**src/rtl/uart_ctrl_pkg.sv**
```systemverilog
// uart_ctrl_pkg: shared FSM states, timeout defaults and byte width
// for the UART transmit arbiter and its round-robin helper.
package uart_ctrl_pkg;

  localparam int BYTE_W       = 8;
  localparam int START_TO_DEF = 16;
  localparam int DONE_TO_DEF  = 16384;

  typedef enum logic [1:0] {
    IDLE      = 2'd0,
    START     = 2'd1,
    WAIT_DONE = 2'd2
  } state_t;

endpackage

```
**src/rtl/uart_tx_arbiter_rr.sv**
```systemverilog
// rr_arbiter: combinational round-robin pick, search starts at i_last+1.
// Ports: i_req request vector, i_last previous winner, o_gnt one-hot, o_idx index.
module rr_arbiter #(
  parameter int N = 4,
  parameter int W = 2
) (
  input  logic [N-1:0] i_req,
  input  logic [W-1:0] i_last,
  output logic [N-1:0] o_gnt,
  output logic [W-1:0] o_idx
);

  logic [W-1:0] w_pos;
  logic         w_found;

  // Walk N positions after i_last, wrapping at N-1; first hit wins.
  always_comb begin
    o_gnt   = '0;
    o_idx   = '0;
    w_found = 1'b0;
    w_pos   = i_last;
    for (int k = 0; k < N; k++) begin
      w_pos = (w_pos == W'(N - 1)) ? '0 : w_pos + 1'b1;
      if (!w_found && i_req[w_pos]) begin
        w_found      = 1'b1;
        o_gnt[w_pos] = 1'b1;
        o_idx        = w_pos;
      end
    end
  end

endmodule

```
**src/rtl/uart_tx_arbiter.sv**
```systemverilog
// uart_tx_arbiter: shares one UART transmitter among NUM_REQ byte sources.
// Ports: req_* requester handshake, tx_* UART side, done_*/err_timeout status.
module uart_tx_arbiter
  import uart_ctrl_pkg::*;
#(
  parameter  int NUM_REQ  = 4,
  parameter  int START_TO = START_TO_DEF,
  parameter  int DONE_TO  = DONE_TO_DEF,
  localparam int IW       = $clog2(NUM_REQ)
) (
  input  logic                      clk,
  input  logic                      rst,
  input  logic [NUM_REQ-1:0]        req_valid,
  input  logic [NUM_REQ*BYTE_W-1:0] req_data,
  output logic [NUM_REQ-1:0]        req_ready,
  output logic                      tx_start,
  output logic [BYTE_W-1:0]         tx_data,
  input  logic                      tx_busy,
  input  logic                      tx_done,
  output logic                      done_pulse,
  output logic [IW-1:0]             done_id,
  output logic                      err_timeout,
  output logic                      arb_busy
);

  localparam int TO_MAX = (START_TO > DONE_TO) ? START_TO : DONE_TO;
  localparam int CW     = $clog2(TO_MAX + 1);

  state_t              r_state;
  logic [BYTE_W-1:0]   r_data;
  logic [IW-1:0]       r_id;
  logic [IW-1:0]       r_last;
  logic                r_start;
  logic                r_done;
  logic                r_err;
  logic [CW-1:0]       r_cnt;

  logic [NUM_REQ-1:0]  w_gnt;
  logic [IW-1:0]       w_idx;
  logic [BYTE_W-1:0]   w_byte;
  logic                w_idle;
  logic                w_accept;
  logic                w_cnt_sat;

  rr_arbiter #(
    .N (NUM_REQ),
    .W (IW)
  ) u_rr (
    .i_req  (req_valid),
    .i_last (r_last),
    .o_gnt  (w_gnt),
    .o_idx  (w_idx)
  );

  // Grant is one-hot, so OR-ing masked bytes selects the winner's byte.
  always_comb begin
    w_byte = '0;
    for (int i = 0; i < NUM_REQ; i++) begin
      if (w_gnt[i]) begin
        w_byte = w_byte | req_data[i*BYTE_W +: BYTE_W];
      end
    end
  end

  assign w_idle    = (r_state == IDLE) && !rst;
  assign req_ready = w_idle ? w_gnt : '0;
  assign w_accept  = |req_ready;
  assign w_cnt_sat = &r_cnt;

  always_ff @(posedge clk) begin
    if (rst) begin
      r_state <= IDLE;
      r_data  <= '0;
      r_id    <= '0;
      r_last  <= IW'(NUM_REQ - 1);
      r_start <= 1'b0;
      r_done  <= 1'b0;
      r_err   <= 1'b0;
      r_cnt   <= '0;
    end else begin
      r_done <= 1'b0;
      r_err  <= 1'b0;
      unique case (r_state)
        IDLE: begin
          if (w_accept) begin
            r_data  <= w_byte;
            r_id    <= w_idx;
            r_last  <= w_idx;
            r_start <= 1'b1;
            r_cnt   <= '0;
            r_state <= START;
          end
        end
        START: begin
          // A done seen before busy means busy was missed.
          if (tx_done) begin
            r_start <= 1'b0;
            r_done  <= 1'b1;
            r_cnt   <= '0;
            r_state <= IDLE;
          end else if (tx_busy) begin
            r_start <= 1'b0;
            r_cnt   <= '0;
            r_state <= WAIT_DONE;
          end else if (r_cnt == CW'(START_TO - 1)) begin
            r_start <= 1'b0;
            r_err   <= 1'b1;
            r_cnt   <= '0;
            r_state <= IDLE;
          end else if (!w_cnt_sat) begin
            r_cnt <= r_cnt + 1'b1;
          end
        end
        WAIT_DONE: begin
          if (tx_done) begin
            r_done  <= 1'b1;
            r_cnt   <= '0;
            r_state <= IDLE;
          end else if (r_cnt == CW'(DONE_TO - 1)) begin
            r_err   <= 1'b1;
            r_cnt   <= '0;
            r_state <= IDLE;
          end else if (!w_cnt_sat) begin
            r_cnt <= r_cnt + 1'b1;
          end
        end
        default: begin
          r_start <= 1'b0;
          r_cnt   <= '0;
          r_state <= IDLE;
        end
      endcase
    end
  end

  assign tx_start    = r_start;
  assign tx_data     = r_data;
  assign done_pulse  = r_done;
  assign err_timeout = r_err;
  assign done_id     = r_id;
  assign arb_busy    = (r_state != IDLE);

endmodule

```
**config.mk**
```make
export PLATFORM = sky130hd
export DESIGN_NAME = uart_tx_arbiter
export DESIGN_NICKNAME = d
export VERILOG_FILES = /design/src/rtl/uart_ctrl_pkg.sv /design/src/rtl/uart_tx_arbiter_rr.sv /design/src/rtl/uart_tx_arbiter.sv
export SDC_FILE = /design/constraint.sdc
export NUM_CORES = 1
export LEC_CHECK = 0
export CORE_UTILIZATION = 40
export CTS_BUF_LIST = sky130_fd_sc_hd__clkbuf_16
export DETAILED_ROUTE_END_ITERATION = 8
export PLACE_DENSITY_LB_ADDON = 0.05
export SETUP_SLACK_MARGIN = 0.02
export SLEW_MARGIN = 20
export SYNTH_ARGS = -nofsm -noshare
export SYNTH_HDL_FRONTEND = slang
export SYNTH_SLANG_ARGS = --single-unit
```
**constraint.sdc**
```tcl
create_clock -name clk -period 5.3 [get_ports clk]
set_clock_uncertainty 0.1 [all_clocks]
set_input_delay 0.53 -clock clk [delete_from_list [all_inputs] [get_ports clk]]
set_output_delay 0.53 -clock clk [all_outputs]
set_load 0.005 [all_outputs]
```
==> flow_summary.toml, run 1 <==
[grt]
grt_first_pass_wirelength_mm = 10.76
grt_pass1_vias = 2262
grt_max_degree = 21
overflow = 0
antenna_found_initial = 0
grt_usage_pct = 21.19

[clocking]
insertion_delay_ps = 280
clkSinkCount = 32
hold_buffers = 0
post_cts_buffers = 0
cts_made_buffers = 5
path_clk_slew_ps = 60
clk_path_buf_depth = 2
root_buffer = "clkbuf_16"
h-tree-depth = 2
cts_tree = "done"
ctsResizeCount = 0

[synth]
yosysTopAreaCellShare_pct = 25.96
avgSynthCellArea_um2 = 8.657
ys_top_cells_by_area = "dfxtp_1 (26%), ha_1 (6.1%), a311oi_2 (5.5%)"
synthArstFlopShare_pct = 0
mappedNetlistArea_mm2 = 0.002467
synthDistinctLibCells = 67
synth_nets = 337
ys_ff_latch = 32
synth-edff-count = 0
yosysWarnings = 0
ys.flop_type = "dfxtp_1"
yosysSeqAreaShare_pct = 25.96
synthCells = 285
synth_area_leader_cell = "dfxtp_1"

[power_and_ir_drop]
power.total_mw = 1.565
peakVddDrop_v = 0.0002746
p_leak_nw = 1.115
p_per_area_mw_per_mm2 = 489.8

[timing]
relSlewSlack_pct = 30.86
period_minus_slack_ps = 4505
finalHoldViolCount = 0
rsz0062_at_grt = "no"
setup_violations = 0
period_share_pct = 84.99
final.setup.tns_ps = 0
fmax_mhz = 222.0
report.final.slew_viol_count = 0
worst_pin_slew_ps = 1033

[drt]
drtIter0Drc = 190
drc = 0
ant_nets = 0
finalWirelength_mm = 6.469
wl_per_cell_um = 15.89
drt_pass1_iterations = 5
viasPerCell = 6.034
via_count = 2456

[placed_design]
place.detailed.hpwl_mm = 4.886
gp_congestion = 0.8808
placedCellCount = 399
io_buffers = 57

[final_layout]
layout_commonest_cell = "clkdlybuf4s50_1"
multiInputGateArea_mm2 = 0.001667
synthToLayoutAreaGrowth_pct = 29.51
final-instance-count-excl-fill = 407
n_antenna_cell = 0
fillers = 570
nets = 383
drive_gt1_share_pct = 11.75
seq_area_um2 = 640.6
layout_common_cells = "clkdlybuf4s50_1 (57), dfxtp_1 (32), nor2_1 (21)"
final_util_pct = 53.97

[critical_path]
r2r_cells = 9
ff2ff_setup_slack_ps = 990
crit_required_ps = 4670
start_kind = "register"
cp.arrival_ps = 3870
rr_endpoint = "done_id[1]"
crit_path_max_fanout = 12
worstReg2RegStart = "r_last[0]"
end_kind = "primary output"
critPathKind = "reg -> out"

[min_path]
min_path_type = "reg -> reg"
hold_depth = 1
holdPathEnd = "tx_start"
min_from = "tx_start"

[floorplanning]
rows = 28
die_area_mm2 = 0.006487
ioPinCount = 58
core_mm2 = 0.005921
start_util_pct = 41.67
die_w_um = 80.54
dieHeight_um = 80.54

[run]
max_cap_violations = 0

[run_status]
status = "finished, final reports clean"
==> sequential cells by signal (all words and copies together), names as in the netlist <==
| signal | cells |
|---|---|
| r_cnt | 15 |
| done_id | 2 |
| done_pulse | 1 |
| r_last | 2 |
| r_state | 2 |
| tx_start | 1 |
| tx_data | 8 |
| err_timeout | 1 |
==> how the worst max path moves through the flow <==
stage,end,slack (ps),cells after the start,from
2_1_floorplan,req_ready[1],2070,10,r_last[0]
3_3_place_gp,tx_data[0],1090,9,r_last[0]
3_5_place_dp,done_id[1],1040,9,r_last[0]
4_1_cts,req_ready[1],760,8,r_last[0]
5_1_grt,req_ready[1],570,8,r_last[0]
6_report,req_ready[1],800,8,r_last[0]
==> critical path: stages, from the launching register on <==
cell and delay, ps:
dfxtp_1 630, inv_1 240, ha_1 600, mux2i_2 430, mux2_4 340, a32o_2 250
a211o_1 440, and2_1 230, clkdlybuf4s50_1 440
==> through the flow <==
stage	hold slack (ps)	area (um^2)	setup slack (ps)
global route	404.4	3196	574.5
floorplan	352.7	2467	2067
global placement	359.1	3028	1086
detailed placement	356.7	3028	1043
finish	368.6	3196	795.3
CTS	369.6	3196	763.9
==> area by class of cell <==
| type | count | area share (%) |
|---|---|---|
| Clock inverter | 3 | 1.331 |
| Inverter | 13 | 1.527 |
| Sequential cell | 32 | 20.05 |
| Multi-Input combinational cell | 221 | 52.15 |
| Tap cell | 75 | 2.937 |
| Timing Repair Buffer | 58 | 18.09 |
| Clock buffer | 5 | 3.915 |
==> where the power goes <==
part | internal (mW) | leakage (nW) | total (mW) | switching, mW
registers | 0.290 | 0.261 | 0.330 | 0.0398
clock network | 0.220 | 0.0798 | 0.325 | 0.104
logic | 0.375 | 0.775 | 0.910 | 0.536
total | 0.885 | 1.12 | 1.57 | 0.680
==> layer usage <==
layer,share of wire [%],global-route usage (%)
met4,0.82,4.286
met3,5.2,4.091
met5,0,0
met2,45,33.39
met1,49,29.73
==> synth_stat cells (3+ instances only) <==
master	number
or3_1	4
a311oi_2	9
ha_1	12
dfxtp_1	32
mux2i_1	5
o21ai_1	5
nor3_1	6
o21ai_0	4
inv_1	13
a221oi_1	3
and2_1	3
or4_1	6
nand3_1	14
nor2_1	21
buf_6	4
a22oi_1	17
and3_1	4
nor2b_1	3
a21oi_1	14
a31oi_1	3
o31ai_1	3
buf_2	5
o21bai_1	3
nand4_1	9
clkbuf_1	8
nand2_1	17
nor3_2	3
a221o_1	3
nor4_1	6
o221ai_1	3
==> logic make-up after synthesis <==
family	after synthesis	synth area share, %
mux	9	4.260
simple gates	108	25.86
flops	32	25.96
compound gates	92	31.34
buf+inv	32	6.491
fa+ha+maj	12	6.085
(Power assumes the default switching activity.)
==> inputs of run 2 (changes only) <==
- clock period: 5.3 -> 4 ns (I/O delays scaled with it)
==> run 2 against run 1 <==
Against the previous run:
- critical path depth did not move
- combinational power grew 43%
- sequential power grew 28%
- clock power increased by 31%
==> flow_summary.toml, run 2 (same netlist as run 1, synthesis figures left out) <==
[floorplanning]
ioPinCount = 58
die_area_mm2 = 0.006487
start_util_pct = 41.67
die_w_um = 80.54
rows = 28
dieHeight_um = 80.54
core_mm2 = 0.005921

[grt]
overflow = 0
grt_usage_pct = 21.56
grt_first_pass_wirelength_mm = 10.92
grt_pass1_vias = 2306
antenna_found_initial = 0
grt_max_degree = 21

[final_layout]
multiInputGateArea_mm2 = 0.001670
largest_register_ff_count = 15
fillers = 551
nets = 393
layout_commonest_cell = "clkdlybuf4s50_1"
n_antenna_cell = 0
largest-register = "r_cnt"
final-instance-count-excl-fill = 417
synthToLayoutAreaGrowth_pct = 32.56
final_util_pct = 55.24
drive_gt1_share_pct = 14.62
design_area_mm2 = 0.003271
layout_common_cells = "clkdlybuf4s50_1 (57), dfxtp_1 (32), nor2_1 (21)"
seq_area_um2 = 640.6

[timing]
setup_slack_ps = 258.4
final.setup.tns_ps = 0
period_minus_slack_ps = 3742
relSlewSlack_pct = 51.35
finalHoldViolCount = 0
worst_pin_slew_ps = 724.2
hold_slack_ps = 377.6
period_share_pct = 93.54
rsz0062_at_grt = "no"
setup_violations = 0
report.final.slew_viol_count = 0
fmax_mhz = 267.3

[drt]
drt_pass1_iterations = 5
wl_per_cell_um = 15.53
drc = 0
route.met2.wl_mm = 2.886
drtIter0Drc = 129
via_count = 2484
drt-met1-wl_mm = 3.121
wl_met3_um = 396
top_layer = "met4"
viasPerCell = 5.957
finalWirelength_mm = 6.478
ant_nets = 0

[power_and_ir_drop]
p_leak_nw = 1.173
p_per_area_mw_per_mm2 = 655.4
power.total_mw = 2.144
peakVddDrop_v = 0.0003128

[critical_path]
start_kind = "register"
end_kind = "primary output"
crit_required_ps = 3500
critPathKind = "reg -> out"
cp.arrival_ps = 3240
crit_path_max_fanout = 11

[clocking]
path_clk_slew_ps = 50
h-tree-depth = 2
clk_path_buf_depth = 2
clkSinkCount = 32
cts_made_buffers = 5
cts_tree = "done"
insertion_delay_ps = 280
hold_buffers = 0
root_buffer = "clkbuf_16"
post_cts_buffers = 0

[placed_design]
io_buffers = 57
gp_congestion = 0.8116
pre_cts_ws_ps = 245.8
place.detailed.hpwl_mm = 4.906
placedCellCount = 409
dpl_cell_area_mm2 = 0.003103

[run]
max_cap_violations = 0

[run_status]
status = "finished, final reports clean"

[min_path]
min_path_type = "reg -> reg"
run 2: cell count changes in the layout (fill, tap and decap cells not counted):
cell / change
ha_1: -1
buf_4: +10
o41a_1: -1
ha_2: +1
o41a_2: +1
inv_1: +1
clkinvlp_4: -1
run 2: report_power, final:
group	internal (mW)	switching (mW)
clock network	0.290	0.136
registers	0.384	0.0368
logic	0.558	0.738
total	1.23	0.912
run 2: routing by layer:
| metal | global-route usage, % | vias to the layer above |
|---|---|---|
| li1 | - | 1223 |
| met1 | 29.97 | 1163 |
| met2 | 32.88 | 92 |
| met3 | 5.000 | 6 |
| met4 | 5.893 | 0 |
| met5 | 0 | - |
run 2: area by class of cell:
class / instances / area share, %
clock inverter: 3 / 1.186
timing repair buffer: 68 / 19.97
multi-input combinational: 221 / 51.07
sequential: 32 / 19.59
inverter: 13 / 1.492
tap: 75 / 2.869
clock buffer: 5 / 3.826
run 2: critical path: stages (launching register included):
cell             delay, ps
dfxtp_1                400
inv_1                  140
ha_2                   500
mux2i_2                420
mux2_4                 340
a32o_2                 250
a211o_1                310
and2_1                 170
clkdlybuf4s50_1        440
run 2: what timing repair did:
action	CTS	global route
gates resized for setup	0	2
hold endpoints to repair	0	0
setup endpoints to repair	0	18
run 2: final timing paths:
kind	endpoint	cells past startpoint	slack (ps)	startpoint
worst max-delay path	req_ready[1]	8	260	r_last[1]
worst min-delay path	tx_start	1	380	tx_start
worst max register to register	r_cnt[8]	10	360	r_last[1]
worst min register to register	tx_start	1	380	tx_start
==> inputs of run 3 (changes only) <==
- PLACE_DENSITY: default -> 0.69
- PLACE_DENSITY_LB_ADDON: 0.05 -> default
- SKIP_CTS_REPAIR_TIMING: default -> 1
==> run 3 against run 2 <==
Against the previous run:
- total power decreased by 3.0%
- sequential share of layout area is 0.22 points higher
- final area shrank 1.1%
- fmax is 1.7% lower
- via count down 1.6%
- worst hold slack lost 17 ps
- cell count is 0.72% lower
==> flow_summary.toml, run 3 (same netlist as run 1, synthesis figures left out) <==
[run_status]
status = "finished, final reports clean"

[placed_design]
gp_congestion = 0.9082
place.detailed.hpwl_mm = 4.696
dpl_cell_area_mm2 = 0.003080
io_buffers = 57
pre_cts_ws_ps = 207.5
placedCellCount = 406

[min_path]
hold_depth = 1
min_from = "tx_start"
holdPathEnd = "tx_start"
min_path_type = "reg -> reg"

[drt]
via_count = 2444
wl_per_cell_um = 15.33
drc = 0
drtIter0Drc = 156
viasPerCell = 5.903
ant_nets = 0
drt_pass1_iterations = 5
finalWirelength_mm = 6.345

[timing]
finalHoldViolCount = 0
period_share_pct = 95.14
final.setup.tns_ps = 0
hold_slack_ps = 360.9
report.final.slew_viol_count = 0
period_minus_slack_ps = 3806
setup_slack_ps = 194.2
worst_pin_slew_ps = 857.4
relSlewSlack_pct = 42.84
fmax_mhz = 262.8
rsz0062_at_grt = "no"
setup_violations = 0

[clocking]
path_clk_slew_ps = 50
clkSinkCount = 32
clk_path_buf_depth = 2
root_buffer = "clkbuf_16"
h-tree-depth = 2
cts_made_buffers = 5
insertion_delay_ps = 280
cts_tree = "done"

[critical_path]
worstReg2RegStart = "r_last[1]"
path_cells = "inv_1, ha_2, mux2i_4, mux2_4, a32o_2, a211o_2, and2_1, clkdlybuf4s50_1"
path_buf_inv = 2
critPathMaxStageDelay_ps = 510
r2r_cells = 9
cp.arrival_ps = 3310
end_kind = "primary output"
start_kind = "register"
critPathKind = "reg -> out"
crit_path_max_fanout = 12
rr_endpoint = "tx_data[1]"
crit_required_ps = 3500
slowest_stage = "ha_2"
path_delay_family = "multiplexers"
ff2ff_setup_slack_ps = 370

[final_layout]
n_antenna_cell = 0
largest_register_ff_count = 15
synthToLayoutAreaGrowth_pct = 31.09
drive_gt1_share_pct = 14.16
layout_commonest_cell = "clkdlybuf4s50_1"
design_area_mm2 = 0.003234
nets = 390
final-instance-count-excl-fill = 414
seq_area_um2 = 640.6
layout_common_cells = "clkdlybuf4s50_1 (57), dfxtp_1 (32), nor2_1 (20)"
fillers = 528
final_util_pct = 54.63
multiInputGateArea_mm2 = 0.001682
largest-register = "r_cnt"

[floorplanning]
start_util_pct = 41.67
core_mm2 = 0.005921
die_area_mm2 = 0.006487
ioPinCount = 58
rows = 28
dieHeight_um = 80.54
die_w_um = 80.54

[grt]
grt_first_pass_wirelength_mm = 10.75
grt_pass1_vias = 2359
antenna_found_initial = 0
overflow = 0
grt_max_degree = 21
grt_usage_pct = 21.44

[power_and_ir_drop]
p_leak_nw = 1.139
power.total_mw = 2.080
p_per_area_mw_per_mm2 = 643.0
peakVddDrop_v = 0.0003220

[run]
max_cap_violations = 0
## run 3: worst register-to-register path: cells and delay by family, from the launching register on
kind / cells / cell delay, ps
AO/OA/AOI/OAI: 4 / 1390
adder cells (fa/ha/maj): 1 / 510
buffers and inverters: 1 / 130
flip-flops: 1 / 380
multiplexers: 2 / 680
AND/OR/NAND/NOR: 1 / 270
## run 3: routing by layer
metal | global-route usage, % | vias up | share of wire, %
met5 | 0 | - | 0
met4 | 8.214 | 0 | 2.1
met3 | 5.341 | 12 | 7.6
met2 | 35.59 | 103 | 46
met1 | 26.38 | 1113 | 44
li1 | - | 1216 | -
## run 3: area by class of cell
cell class,instances,share of cell area (%)
Multi-Input combinational cell,221,51.99
Sequential cell,32,19.81
Timing Repair Buffer,65,19.50
Clock buffer,5,3.868
Tap cell,75,2.901
Inverter,13,1.509
Clock inverter,3,0.4255
## run 3: report_power, final
group / internal [mW] / switching (mW) / leakage (nW)
Combinational: 0.559 / 0.737 / 0.807
Sequential: 0.384 / 0.0354 / 0.261
Clock: 0.226 / 0.137 / 0.0710
Total: 1.17 / 0.910 / 1.14
## run 3: worst max-delay path by stage
stage	from	endpoint	slack, ps	depth (start not counted)
6_report	r_last[1]	req_ready[1]	190	8
5_1_grt	r_last[1]	req_ready[1]	50	8
4_1_cts	r_last[1]	req_ready[1]	30	8
3_5_place_dp	r_last[1]	tx_data[0]	210	9
3_3_place_gp	r_last[1]	tx_data[1]	340	9
2_1_floorplan	r_last[0]	r_cnt[7]	820	13
==> edit 1 (flow settings as in run 3) <==
Set the package constant `START_TO_DEF` to 32 (it was 16).
--- a/src/rtl/uart_ctrl_pkg.sv
+++ b/src/rtl/uart_ctrl_pkg.sv
@@ -3,7 +3,7 @@
 package uart_ctrl_pkg;
 
   localparam int BYTE_W       = 8;
-  localparam int START_TO_DEF = 16;
+  localparam int START_TO_DEF = 32;
   localparam int DONE_TO_DEF  = 16384;
 
   typedef enum logic [1:0] {
Function: same outputs for any inputs over 10 cycles, from zero or initial values and one cycle with rst high; that may be too few to reach the edited logic, so the function may still have changed.
==> edit 1 against run 3 <==
  * Synthesized cell count shrank 0.35%
  * Critical path type unchanged
  * Total power grew 9.0%
  * Clock power grew 18%
  * Final cell count shrank 0.48%
  * Setup slack gained 0.079 ns
  * Area after synthesis shrank 3.2%
  * Via count grew 4.4%
  * Routed wire length grew 5.2%
  * Sequential cell count is the same
  * Combinational power grew 8%
  * Largest power group unchanged
  * Sequential power grew 1%
  * Count of clock-buffer cells in the layout is the same
  * Design area grew 0.39%
==> edit 1: results <==
metrics = {
    "detailed_routing": {
        "drt_iter0_markers": 161,
        "vias": 2552,
        "dr.pass1.iters": 5,
        "wirelength_mm": 6.672,
    },
    "setup_path": {
        "critPathArrivalTime_ns": 3.23,
        "rr_worst_depth": 9,
        "rrSetupSlack_ns": 0.39,
        "crit_path_max_fanout": 11,
        "cp-startpoint": "r_last[0]",
        "r2r-end": "r_state[0]",
    },
    "final_layout": {
        "drive_above_1_share_pct": 10.00,
        "fill_cells": 525,
        "largest-register": "r_cnt",
        "num_antenna_cells": 0,
        "largest_reg_flops": 15,
        "final_nets": 391,
    },
    "clock_tree": {
        "cts_max_level": 2,
        "insertion_delay_ns": 0.27,
        "cts_buffer_depth": 2,
        "cts_buffers": 5,
        "clkTransAtPathRegs_ns": 0.05,
        "cts_root_buf": "clkbuf_16",
    },
    "grt": {
        "grt_use_total_pct": 22.98,
        "grt_max_degree": 29,
        "grt_pass1_wl_mm": 11.41,
        "antenna_found_initial": 0,
        "overflow": 0,
        "grt_pass1_vias": 2433,
    },
    "placed_design": {
        "io_buffer_count": 57,
        "gp_congestion": 0.8641,
        "hpwl_mm": 4.866,
        "post-place-ws_ns": 0.1948,
    },
    "yosys": {
        "synth.area.top_cells": "dfxtp_1, ha_1, a22oi_1",
        "yosysWarnings": 0,
        "synthTopCellsByCount": "dfxtp_1, nor2_1, a22oi_1",
        "ys_types": 57,
        "synth_seq_area_share_pct": 26.83,
        "synth_fp_nets": 336,
        "ys_async_sr_fraction_pct": 0,
    },
    "pwr": {
        "leakagePower_nw": 1.143,
        "ir_drop_uv": 404.9,
    },
    "timing": {
        "worst-slew-pin-transition_ns": 0.9677,
    },
    "outcome": {
        "outcome": "complete, no violations",
    },
    "worst_hold_path": {
        "hold_depth": 2,
        "hold_path.startpoint": "done_id[0]",
        "hold_path.class": "reg2reg",
        "min_to": "done_id[0]",
    },
}
edit 1: per-layer routing:
layer  up-vias  GRT usage [%]  wire, microns
li1       1244              -              -
met1      1183          28.65           2802
met2       119          37.76           3152
met3         6          6.207            627
met4         0          8.182             89
met5         -              0              0
edit 1: through the flow:
stage,power [mW],setup TNS (ns),area [sq um],std cells,hold slack (ns)
after global placement,1.775,0,3045,404,0.3423
after CTS,2.236,-0.02957,3208,412,0.3616
after detailed placement,1.799,0,3045,404,0.3509
final,2.268,0,3247,412,0.3578
after global routing,2.441,-0.01285,3247,412,0.4016
after floorplan,1.366,0,2387,284,0.3473
edit 1: final cells by class:
class	count	area, sq um	share of cell area, %
multi-input combinational	217	1637	50.40
timing repair buffer	70	668.1	20.58
inverter	13	48.80	1.503
sequential	32	640.6	19.73
clock buffer	5	125.1	3.854
clock inverter	3	37.54	1.156
tap	72	90.09	2.775
edit 1: kinds of logic after synthesis:
| family | share of synthesized area (%) |
|---|---|
| fa+ha+maj | 6.289 |
| buf+inv | 6.237 |
| mux | 4.822 |
| flops | 26.83 |
| simple gates | 20.13 |
| compound gates | 35.69 |
edit 1: worst max-delay path, stage by stage, from the launching register on:
cell	delay, ns
dfxtp_1	0.54
inv_1	0.19
ha_1	0.47
nor4b_2	0.32
a22oi_1	0.16
o31ai_4	0.42
a211oi_2	0.20
nor2_1	0.14
clkdlybuf4s50_1	0.51
edit 1: report_power, final:
group / total (mW) / leakage [nW] / internal, mW / switching (mW)
sequential: 0.424 / 0.261 / 0.376 / 0.0479
combinational: 1.41 / 0.803 / 0.601 / 0.813
clock: 0.429 / 0.0789 / 0.289 / 0.140
total: 2.27 / 1.14 / 1.27 / 1.00
edit 1: worst max path at each step:
stage | cells past startpoint | slack (ns) | end
after floorplan | 11 | 0.66 | r_cnt[5]
after global placement | 9 | 0.33 | r_cnt[4]
after detailed placement | 9 | 0.19 | r_cnt[10]
after CTS | 8 | -0.02 | req_ready[2]
after global routing | 8 | -0.01 | req_ready[2]
final | 8 | 0.27 | req_ready[2]
==> edit 2 (settings of run 3) <==
Without the edit above. Re-encode `state_t` (3 states) as one-hot, 3 bits wide.
--- a/src/rtl/uart_ctrl_pkg.sv
+++ b/src/rtl/uart_ctrl_pkg.sv
@@ -6,10 +6,10 @@
   localparam int START_TO_DEF = 16;
   localparam int DONE_TO_DEF  = 16384;
 
-  typedef enum logic [1:0] {
-    IDLE      = 2'd0,
-    START     = 2'd1,
-    WAIT_DONE = 2'd2
+  typedef enum logic [2:0] {
+    IDLE      = 3'b001,
+    START     = 3'b010,
+    WAIT_DONE = 3'b100
   } state_t;
 
 endpackage
Function: no difference found for any inputs over 10 cycles, from zero or initial values and one cycle with rst high; not proved beyond that.
==> edit 2 against run 3 <==
  * First-iteration DRC count is 12% lower
  * Total power is 1.4% lower
  * Critical endpoint is now req_ready[3]
  * Area after synthesis down 14%
  * Design area fell by 11%
  * Sequential cell count rose by 1
  * Largest power group unchanged
  * Setup slack better by 0.13 ns
  * Highest routed layer unchanged
  * Largest cell class unchanged
  * Hold slack better by 0.012 ns
  * Routed wire length shrank 15%
  * Via count down 14%
  * Core utilization grew 2.0 points
==> edit 2: results <==
metrics = {
    "setup_path": {
        "critPathArrivalTime_ns": 3.18,
        "crit_path_max_fanout": 11,
        "rrSetupSlack_ns": 0.35,
        "r2r-end": "r_cnt[8]",
        "cp-startpoint": "r_last[0]",
        "slowest_delay_ns": 0.56,
        "cp-endpoint": "req_ready[3]",
    },
    "yosys": {
        "synth_cells": 253,
        "ys_types": 56,
        "yosysWarnings": 0,
        "synthMuxAreaShare_pct": 2.000,
        "ys_ff_latch": 33,
        "synth_compound_area_share_pct": 28.65,
        "synthAdderAreaFrac_pct": 5.294,
        "synthTopCellsByCount": "dfxtp_1, nor2_1, a21oi_1",
        "synth.area.top_cells": "dfxtp_1, a22oi_1, ha_1",
        "synth_fp_nets": 302,
    },
    "final_layout": {
        "buf_share_pct": 21.55,
        "drive_above_1_share_pct": 8.387,
        "regArea_sq_um": 660.6,
        "signal_buffers": 64,
        "clk_share_pct": 4.760,
        "multi_input_area_sq_um": 1353,
        "inv_count": 8,
        "final_nets": 358,
        "fill_cells": 488,
        "multi_input_cells": 197,
    },
    "detailed_routing": {
        "wirelength_mm": 5.422,
        "via_per_inst": 5.511,
        "drt_iter0_markers": 137,
        "routedWlPerCell_microns": 14.27,
    },
    "worst_hold_path": {
        "hold_path.startpoint": "r_state[0]",
    },
    "pwr": {
        "ir_drop_uv": 325.0,
        "leakagePower_nw": 1.057,
    },
    "grt": {
        "overflow": 0,
        "antenna_found_initial": 0,
        "grt_use_total_pct": 19.59,
    },
    "placed_design": {
        "hpwl_mm": 4.127,
        "gp_congestion": 0.8854,
        "placed_cells": 372,
        "io_buffer_count": 57,
    },
    "die": {
        "rows": 26,
    },
    "timing": {
        "worst-slew-pin-transition_ns": 0.6491,
        "finalWorstSetupSlack_ns": 0.3229,
    },
    "outcome": {
        "outcome": "complete, no violations",
    },
}
## edit 2: worst max-delay path, delay by kind of cell, from the launching register on
| family | cells | cell delay, ns |
|---|---|---|
| buf+inv | 3 | 0.93 |
| flops | 1 | 0.50 |
| fa+ha+maj | 1 | 0.38 |
| compound gates | 2 | 0.85 |
| simple gates | 1 | 0.24 |
## edit 2: worst min path at each step
stage                  to  slack [ns]  cells after the start
2_1_floorplan  done_pulse        0.33                      1
3_3_place_gp   done_pulse        0.36                      1
3_5_place_dp   done_pulse        0.36                      1
4_1_cts        done_pulse        0.37                      1
5_1_grt        done_id[1]        0.39                      2
6_report       done_pulse        0.37                      1
## edit 2: per-layer routing
layer  GRT usage (%)  share of wire (%)  up-vias
li1                -                  -     1072
met1           25.08                 46      951
met3           5.489                8.8        2
met4           3.354               0.50        0
met2           33.33                 45       69
met5               0                  0        -
## edit 2: power by group
group	switching (mW)	internal (mW)	total, mW
clock network	0.128	0.225	0.353
registers	0.0599	0.414	0.474
logic	0.663	0.561	1.22
